### src/rtl/fifo_mflux_pkg.sv
// Shared helpers for the multi-flux FIFO: derived widths and a parameter sanity check.
package fifo_mflux_pkg;

    // Width of the flux tag carried in the MSBs of each write word.
    function automatic int tag_width(input int flux);
        return (flux <= 2) ? 1 : $clog2(flux);
    endfunction

    // Width needed to hold an occupancy value from 0 up to depth inclusive.
    function automatic int count_width(input int depth);
        return $clog2(depth + 1);
    endfunction

    // Elaboration-time check used by the top to reject degenerate configurations.
    function automatic bit params_ok(input int depth, input int flux);
        return (depth >= 2) && (flux >= 2);
    endfunction

endpackage

### src/rtl/fifo_mflux_head_sel.sv
// Head finder for one flux: marks the lowest valid slot whose tag matches FLUX_ID.
module fifo_mflux_head_sel #(
    parameter int DEPTH   = 4,
    parameter int TW      = 1,
    parameter int FLUX_ID = 0
) (
    input  logic [DEPTH-1:0]         valid,
    input  logic [DEPTH-1:0][TW-1:0] tags,
    output logic [DEPTH-1:0]         head,
    output logic                     empty
);

    localparam logic [TW-1:0] ID = TW'(FLUX_ID);

    logic found;

    // Priority scan from slot 0 (oldest) upward; first match wins.
    always_comb begin
        head  = '0;
        found = 1'b0;
        for (int unsigned i = 0; i < DEPTH; i++) begin
            if (!found && valid[i] && (tags[i] == ID)) begin
                head[i] = 1'b1;
                found   = 1'b1;
            end
        end
        empty = !found;
    end

endmodule

### src/rtl/fifo_mflux.sv
// Shared-storage multi-flux FIFO: one producer, FLUX consumers, each consumer sees
// the oldest entry carrying its tag (no head-of-line blocking between fluxes).
// Optional per-flux occupancy port enabled by defining FIFO_MFLUX_OCC_EN.
module fifo_mflux
    import fifo_mflux_pkg::*;
#(
    parameter int DATA_WIDTH = 8,
    parameter int DEPTH      = 4,
    parameter int FLUX       = 2,
    parameter int AF_THRESH  = DEPTH - 1
) (
    input  logic                                  clk,
    input  logic                                  rst,
    input  logic [DATA_WIDTH+tag_width(FLUX)-1:0] din,
    input  logic                                  write,
    output logic                                  full,
    output logic                                  almost_full,
    output logic                                  err_tag,
    output logic [FLUX*DATA_WIDTH-1:0]            dout,
    input  logic [FLUX-1:0]                       read,
    output logic [FLUX-1:0]                       empty
`ifdef FIFO_MFLUX_OCC_EN
    ,
    output logic [FLUX*count_width(DEPTH)-1:0]    occupancy
`endif
);

    localparam int TW = tag_width(FLUX);
    localparam int CW = count_width(DEPTH);
    localparam int IW = $clog2(DEPTH);
    localparam logic [TW:0] FLUX_W = FLUX[TW:0];

    if (!params_ok(DEPTH, FLUX)) begin : g_bad_params
        $error("fifo_mflux: DEPTH and FLUX must both be >= 2");
    end

    typedef struct packed {
        logic [TW-1:0]         tag;
        logic [DATA_WIDTH-1:0] data;
    } entry_t;

    entry_t                   mem_q [DEPTH];
    entry_t                   mem_d [DEPTH];
    logic [DEPTH-1:0]         valid_q, valid_d;
    logic [CW-1:0]            count_q, count_d;
    logic                     err_q;

    logic [TW-1:0]            din_tag;
    logic [DATA_WIDTH-1:0]    din_data;
    logic                     tag_ok;
    logic                     accept;
    logic [DEPTH-1:0][TW-1:0] tags;
    logic [DEPTH-1:0]         head [FLUX];
    logic [FLUX-1:0]          pop_f;
    logic [DEPTH-1:0]         pop_mask;
    logic [CW-1:0]            wr_idx;

    assign din_tag     = din[DATA_WIDTH +: TW];
    assign din_data    = din[DATA_WIDTH-1:0];
    assign tag_ok      = ({1'b0, din_tag} < FLUX_W);
    assign full        = (count_q == CW'(DEPTH));
    assign almost_full = (count_q >= CW'(AF_THRESH));
    assign err_tag     = err_q;
    assign accept      = write && !full && tag_ok;

    // Expose stored tags as a packed vector for the per-flux head finders.
    always_comb begin
        for (int unsigned i = 0; i < DEPTH; i++) begin
            tags[i] = mem_q[i].tag;
        end
    end

    for (genvar f = 0; f < FLUX; f++) begin : g_head
        fifo_mflux_head_sel #(
            .DEPTH   (DEPTH),
            .TW      (TW),
            .FLUX_ID (f)
        ) u_head_sel (
            .valid (valid_q),
            .tags  (tags),
            .head  (head[f]),
            .empty (empty[f])
        );
    end

    // Per-lane read data: payload at the flux head, zero when the flux is empty.
    always_comb begin
        dout = '0;
        for (int unsigned f = 0; f < FLUX; f++) begin
            for (int unsigned i = 0; i < DEPTH; i++) begin
                if (head[f][i]) begin
                    dout[f*DATA_WIDTH +: DATA_WIDTH] = mem_q[i].data;
                end
            end
        end
    end

    // Next storage image: drop popped heads, pack survivors down in order, append the write.
    always_comb begin
        pop_mask = '0;
        for (int unsigned f = 0; f < FLUX; f++) begin
            pop_f[f] = read[f] && !empty[f];
            if (pop_f[f]) begin
                pop_mask = pop_mask | head[f];
            end
        end
        for (int unsigned i = 0; i < DEPTH; i++) begin
            mem_d[i] = '0;
        end
        valid_d = '0;
        wr_idx  = '0;
        // Survivors are copied to a running write index, which equals the
        // per-slot "moves down by removed slots below" rule.
        for (int unsigned i = 0; i < DEPTH; i++) begin
            if (valid_q[i] && !pop_mask[i]) begin
                mem_d[wr_idx[IW-1:0]]   = mem_q[i];
                valid_d[wr_idx[IW-1:0]] = 1'b1;
                wr_idx                  = wr_idx + 1'b1;
            end
        end
        if (accept) begin
            mem_d[wr_idx[IW-1:0]]   = '{tag: din_tag, data: din_data};
            valid_d[wr_idx[IW-1:0]] = 1'b1;
            wr_idx                  = wr_idx + 1'b1;
        end
        count_d = wr_idx;
    end

    // Storage, count and bad-tag flag registers.
    always_ff @(posedge clk or negedge rst) begin
        if (!rst) begin
            for (int unsigned i = 0; i < DEPTH; i++) begin
                mem_q[i] <= '0;
            end
            valid_q <= '0;
            count_q <= '0;
            err_q   <= 1'b0;
        end else begin
            for (int unsigned i = 0; i < DEPTH; i++) begin
                mem_q[i] <= mem_d[i];
            end
            valid_q <= valid_d;
            count_q <= count_d;
            err_q   <= write && !tag_ok;
        end
    end

`ifdef FIFO_MFLUX_OCC_EN
    logic [CW-1:0] occ_q [FLUX];
    logic [CW-1:0] occ_d [FLUX];

    // Per-flux entry counts follow the same pops/pushes as the shared storage.
    always_comb begin
        for (int unsigned f = 0; f < FLUX; f++) begin
            occ_d[f] = occ_q[f] - CW'(pop_f[f]) + CW'(accept && (din_tag == TW'(f)));
            occupancy[f*CW +: CW] = occ_q[f];
        end
    end

    // Per-flux occupancy registers.
    always_ff @(posedge clk or negedge rst) begin
        if (!rst) begin
            for (int unsigned f = 0; f < FLUX; f++) begin
                occ_q[f] <= '0;
            end
        end else begin
            for (int unsigned f = 0; f < FLUX; f++) begin
                occ_q[f] <= occ_d[f];
            end
        end
    end
`endif

endmodule

### config.mk
export PLATFORM = sky130hd
export DESIGN_NAME = fifo_mflux
export DESIGN_NICKNAME = d
export VERILOG_FILES = /design/src/rtl/fifo_mflux_pkg.sv /design/src/rtl/fifo_mflux_head_sel.sv /design/src/rtl/fifo_mflux.sv
export SDC_FILE = /design/constraint.sdc
export NUM_CORES = 1
export LEC_CHECK = 0
export BUFFER_PORTS_ARGS = -buffer_cell sky130_fd_sc_hd__buf_2
export CAP_MARGIN = 10
export CORE_ASPECT_RATIO = 0.9
export CORE_MARGIN = 8
export CORE_UTILIZATION = 45
export DETAILED_ROUTE_END_ITERATION = 7
export PLACE_DENSITY_LB_ADDON = 0.15
export SLEW_MARGIN = 20
export SYNTH_ARGS = -nofsm -noshare
export SYNTH_HDL_FRONTEND = slang
export SYNTH_SLANG_ARGS = --single-unit
export TNS_END_PERCENT = 100
### constraint.sdc
create_clock -name clk -period 5.3 [get_ports clk]
set_input_delay 0.53 -clock clk [delete_from_list [all_inputs] [get_ports clk]]
set_output_delay 0.53 -clock clk [all_outputs]
set_load 0.05 [all_outputs]
Word level (Yosys, flattened, before mapping). Index checks and enable logic that the tools add are counted.

RAM bits: 0. Logic and storage cells: 146. Memories kept: 0. Bits of input ports: 14. Bits in latches: 0. Output and inout port bits: 21. Bits in read-only memories: 0. Bits in registers: 43.

Add/subtract/negate cells: 4. Bitwise operators: 13. Shift operators: 0. Magnitude comparators: 17. Multipliers: 0. Mux-type cells: 59. Reduce and logical (&&, ||, !) cells: 42. Eq/ne operators: 1. Div/mod/pow operators: 0.

Operators by type and width (count): $bwmux W36 (4); $mux W36 (4); $demux W9 S2 (4); $mux W8 (8); $mux W9 (5); $logic_and A1 B1 Y1 (29); $mux W4 (6); $mux W1 (20); $or A4 B4 Y4 (4); $logic_not A1 Y1 (13); $add A3 B1 Y3 const B (4); $ge A3 B3 Y1 const B (4); $lt A2 B3 Y1 const B (4); $lt A3 B1 Y1 const B (4); $mux W3 (4); $not A2 Y3 (4); $demux W1 S2 (4); $ge A2 B1 Y1 const B (4); $not A1 Y1 (4); $or A1 B4 Y4 (1); $eq A3 B3 Y1 const B (1); $ge A3 B2 Y1 const B (1).

Longest topological paths before layout.
Depth after elaboration: 35. Mapped depth: 14. Gate-level depth less buffers: 12.

Modules after synthesis. From an unflattened synthesis, not the netlist that was laid out.

Cell total of the unflattened synthesis: 375. Area total of the unflattened synthesis: 3319.4 µm².

Modules (own cells, without submodules): fifo_mflux (times used 1, area each 3180.6 µm², cells an instance 360); fifo_mflux_head_sel (g_head[0].u_head_sel) (times used 1, area each 88.8 µm², cells an instance 8); fifo_mflux_head_sel (g_head[1].u_head_sel) (times used 1, area each 50.0 µm², cells an instance 7).

Worst setup path after synthesis. No wires, ideal clock.

Path kind: in2reg. From: input read[1]. To: register mem_q[18] (netlist name). Arrival: 3.291 ns. Stages: 10. Slack: 1.884 ns. Path through: a21boi_2 a221oi_1 clkbuf_1 inv_1 fa_1 inv_1 ha_1 nand2b_1 a2bb2oi_2 mux2_2.

RTL lines: start, declared (line fifo_mflux.sv:20) `input logic [FLUX-1:0] read,`; end signal, assigned by index (line fifo_mflux.sv:140) `mem_q[i] <= mem_d[i];`; end, declared (line fifo_mflux.sv:42) `entry_t mem_q [DEPTH];`.

==> impl_metrics.env <==
export IMPL_status="completed"
export IMPL_nNetsFinal=410
export IMPL_drtPass1Iterations=7
export IMPL_hold_viol_final=0
export IMPL_drive_gt1_share_pct=24.3
export IMPL_ant_nets=0
export IMPL_yosysTopAreaCell="dfrtp_1"
export IMPL_cts_hold_buf=0
export IMPL_cts_path_max_buffers=2
export IMPL_synth_top_area_share_pct=32.0
export IMPL_grt_pass1_vias=3133
export IMPL_clock_sinks=43
export IMPL_layout_common_cells="48 x nand2_1, 43 x dfrtp_1, 34 x mux2_2"
export IMPL_cts_htree_levels=2
export IMPL_yosysSeqAreaShare_pct=32.0
export IMPL_dieWidth_um=107
export IMPL_hpwl_um=7170
export IMPL_fin_setup_tns_ns=0
export IMPL_num_antenna_cells=0
export IMPL_synth_area_per_cell_um2=9.18
export IMPL_maxCapViolations=0
export IMPL_slew_violations=0
export IMPL_postCtsResizedCells=0
export IMPL_cts_reportedPaths_clkPinSlew_ns=0.09
export IMPL_port_buffer_count=33
export IMPL_fin_crit_sh_pct=74.8
export IMPL_layout_commonest_cell="nand2_1"
export IMPL_grt_overflow=0
export IMPL_initial_core_util_pct=45.4
export IMPL_die_area_um2=10500
export IMPL_crit_type="flip-flop to flip-flop"
export IMPL_slew_limit_headroom_pct=38.5
export IMPL_wl_um=11100
export IMPL_antenna_found_initial=0
export IMPL_setup_ws_ns=1.34
export IMPL_tritoncts="yes"
export IMPL_die_h_um=98.0
export IMPL_vias_per_cell=6.53
export IMPL_core_area_um2=7390
export IMPL_syn_area_um2=3360
export IMPL_tightest_slew_ns=0.917
export IMPL_cts_inserted_buffers=5
export IMPL_powerDensity_nw_per_um2=444
export IMPL_fin_skew_ns=0.00949
export IMPL_vdd_drop_max_v=0.000152
export IMPL_syn_nets=389
export IMPL_fin_crit_ns=3.96
export IMPL_grt_max_degree=44
export IMPL_pin_count=35
export IMPL_drc=0
export IMPL_worstSetupStartpointType="flip-flop"
export IMPL_rsz0062_at_grt="no"
export IMPL_yosys_top_cells_area="dfrtp_1 32%, mux2_2 11%, a41o_1 5.4%, nand2_1 5.4%, a221oi_1 4.2%"
export IMPL_vias=3155
export IMPL_dp_slack_ns=1.38
export IMPL_syn_inst=366
export IMPL_drt_iter0_drc=383
export IMPL_power_leakage_nw=1.86
export IMPL_std_cell_rows=30
export IMPL_async_reset_ff_share_pct=100
export IMPL_end_kind="flip-flop"
export IMPL_synth_edf_count=0
export IMPL_fmax_mhz=252
export IMPL_hold_path_class="input port to async pin"
export IMPL_root_buffer="clkbuf_8"
export IMPL_gp_congestion=0.859
export IMPL_synth_ff_type="dfrtp_1"
export IMPL_grtUsageTotal_pct=21.0
export IMPL_yosysWarnings=0
export IMPL_cp_required_ns=5.48
export IMPL_grt_first_pass_wirelength_um=17400
export IMPL_clk_latency_ns=0.30
export IMPL_setup_violations_final=0
export IMPL_crit_arrival_ns=4.14
export IMPL_crit_fanout=13
export IMPL_yosysUniqueCellTypes=56
export IMPL_ys_ff_latch=43
export IMPL_syn_to_final_growth_pct=9.76
export IMPL_wl_per_cell_um=22.9
export IMPL_fillers=713
export IMPL_post_cts_buffers=0
state kept, by name, summed over array words and instances, names as in the netlist:
register / flops
count_q: 3
mem_q: 36
valid_q: 4
Yosys cell counts (6+ instances only):
master	n
o2bb2ai_1	8
clkbuf_1	18
o21ai_0	16
dfrtp_1	43
mux2_2	34
and3_1	20
inv_1	7
ha_1	8
a221oi_1	16
nor2_1	27
a41o_1	18
a31oi_1	8
nand2_1	48
nand3_1	6
nand4_1	10
a222oi_1	8
cell type report:
type	instances	area (µm²)	share of cell area, %
multi-input combinational	288	2130	57.9
sequential	43	1080	29.2
inverter	9	33.8	0.916
clock inverter	1	30.0	0.814
tap	96	120	3.26
timing repair buffer	40	220	5.97
clock buffer	6	72.6	1.97
worst max-delay path: stages (launching register included):
cell and delay (ns):
dfrtp_1 0.47, and2_1 0.48, nor3_2 0.13, nor2_4 0.34, inv_2 0.12, fa_1 0.66
inv_1 0.12, ha_1 0.33, nand2b_1 0.21, a2bb2oi_2 0.58, mux2_2 0.41
cell families (layout without fill, tap and decap cells):
group | Yosys count | after routing | synth area share, %
multiplexers | 37 | 37 | 12.3
buffers and inverters | 35 | 56 | 4.58
other | 1 | 1 | 0.112
flip-flops | 43 | 43 | 32.0
XOR/XNOR | 3 | 3 | 0.782
adder cells (fa/ha/maj) | 9 | 9 | 3.58
AO/OA/AOI/OAI | 99 | 99 | 26.1
AND/OR/NAND/NOR | 139 | 139 | 20.5
metal layers:
layer | share of wire, % | vias up | GRT usage [%]
li1 | - | 1449 | -
met1 | 44 | 1539 | 29.1
met2 | 45 | 150 | 31.8
met3 | 8.8 | 17 | 4.81
met4 | 1.6 | 0 | 5.51
met5 | 0 | - | 0
final timing paths:
kind,slack [ns],startpoint,endpoint,depth (start not counted)
min,0.23,rst,mem_q[13],1
max reg2reg,1.34,mem_q[35],mem_q[18],10
max,1.34,mem_q[35],mem_q[18],10
min in group clk,0.51,din[8],mem_q[35],2
max in group asynchronous,4.66,rst,mem_q[0],1
min reg2reg,0.72,mem_q[0],mem_q[27],2
stage by stage:
stage / area (µm²) / hold WS, ns / std cells / power (W) / utilization (%)
after floorplan: 3360 / 0.234 / 366 / 0.00115 / -
after global placement: 3580 / 0.708 / 476 / 0.00137 / 48.4
after detailed placement: 3580 / 0.706 / 476 / 0.00137 / 48.4
after CTS: 3680 / 0.444 / 483 / 0.00163 / 49.8
after global routing: 3690 / 0.256 / 483 / 0.00173 / 49.9
final: 3690 / 0.234 / 483 / 0.00164 / 49.9
power by group:
part | internal (W) | switching [W]
sequential | 0.000398 | 0.0000753
clock | 0.000138 | 0.000117
combinational | 0.000296 | 0.000611
(Power assumes the default switching activity.)
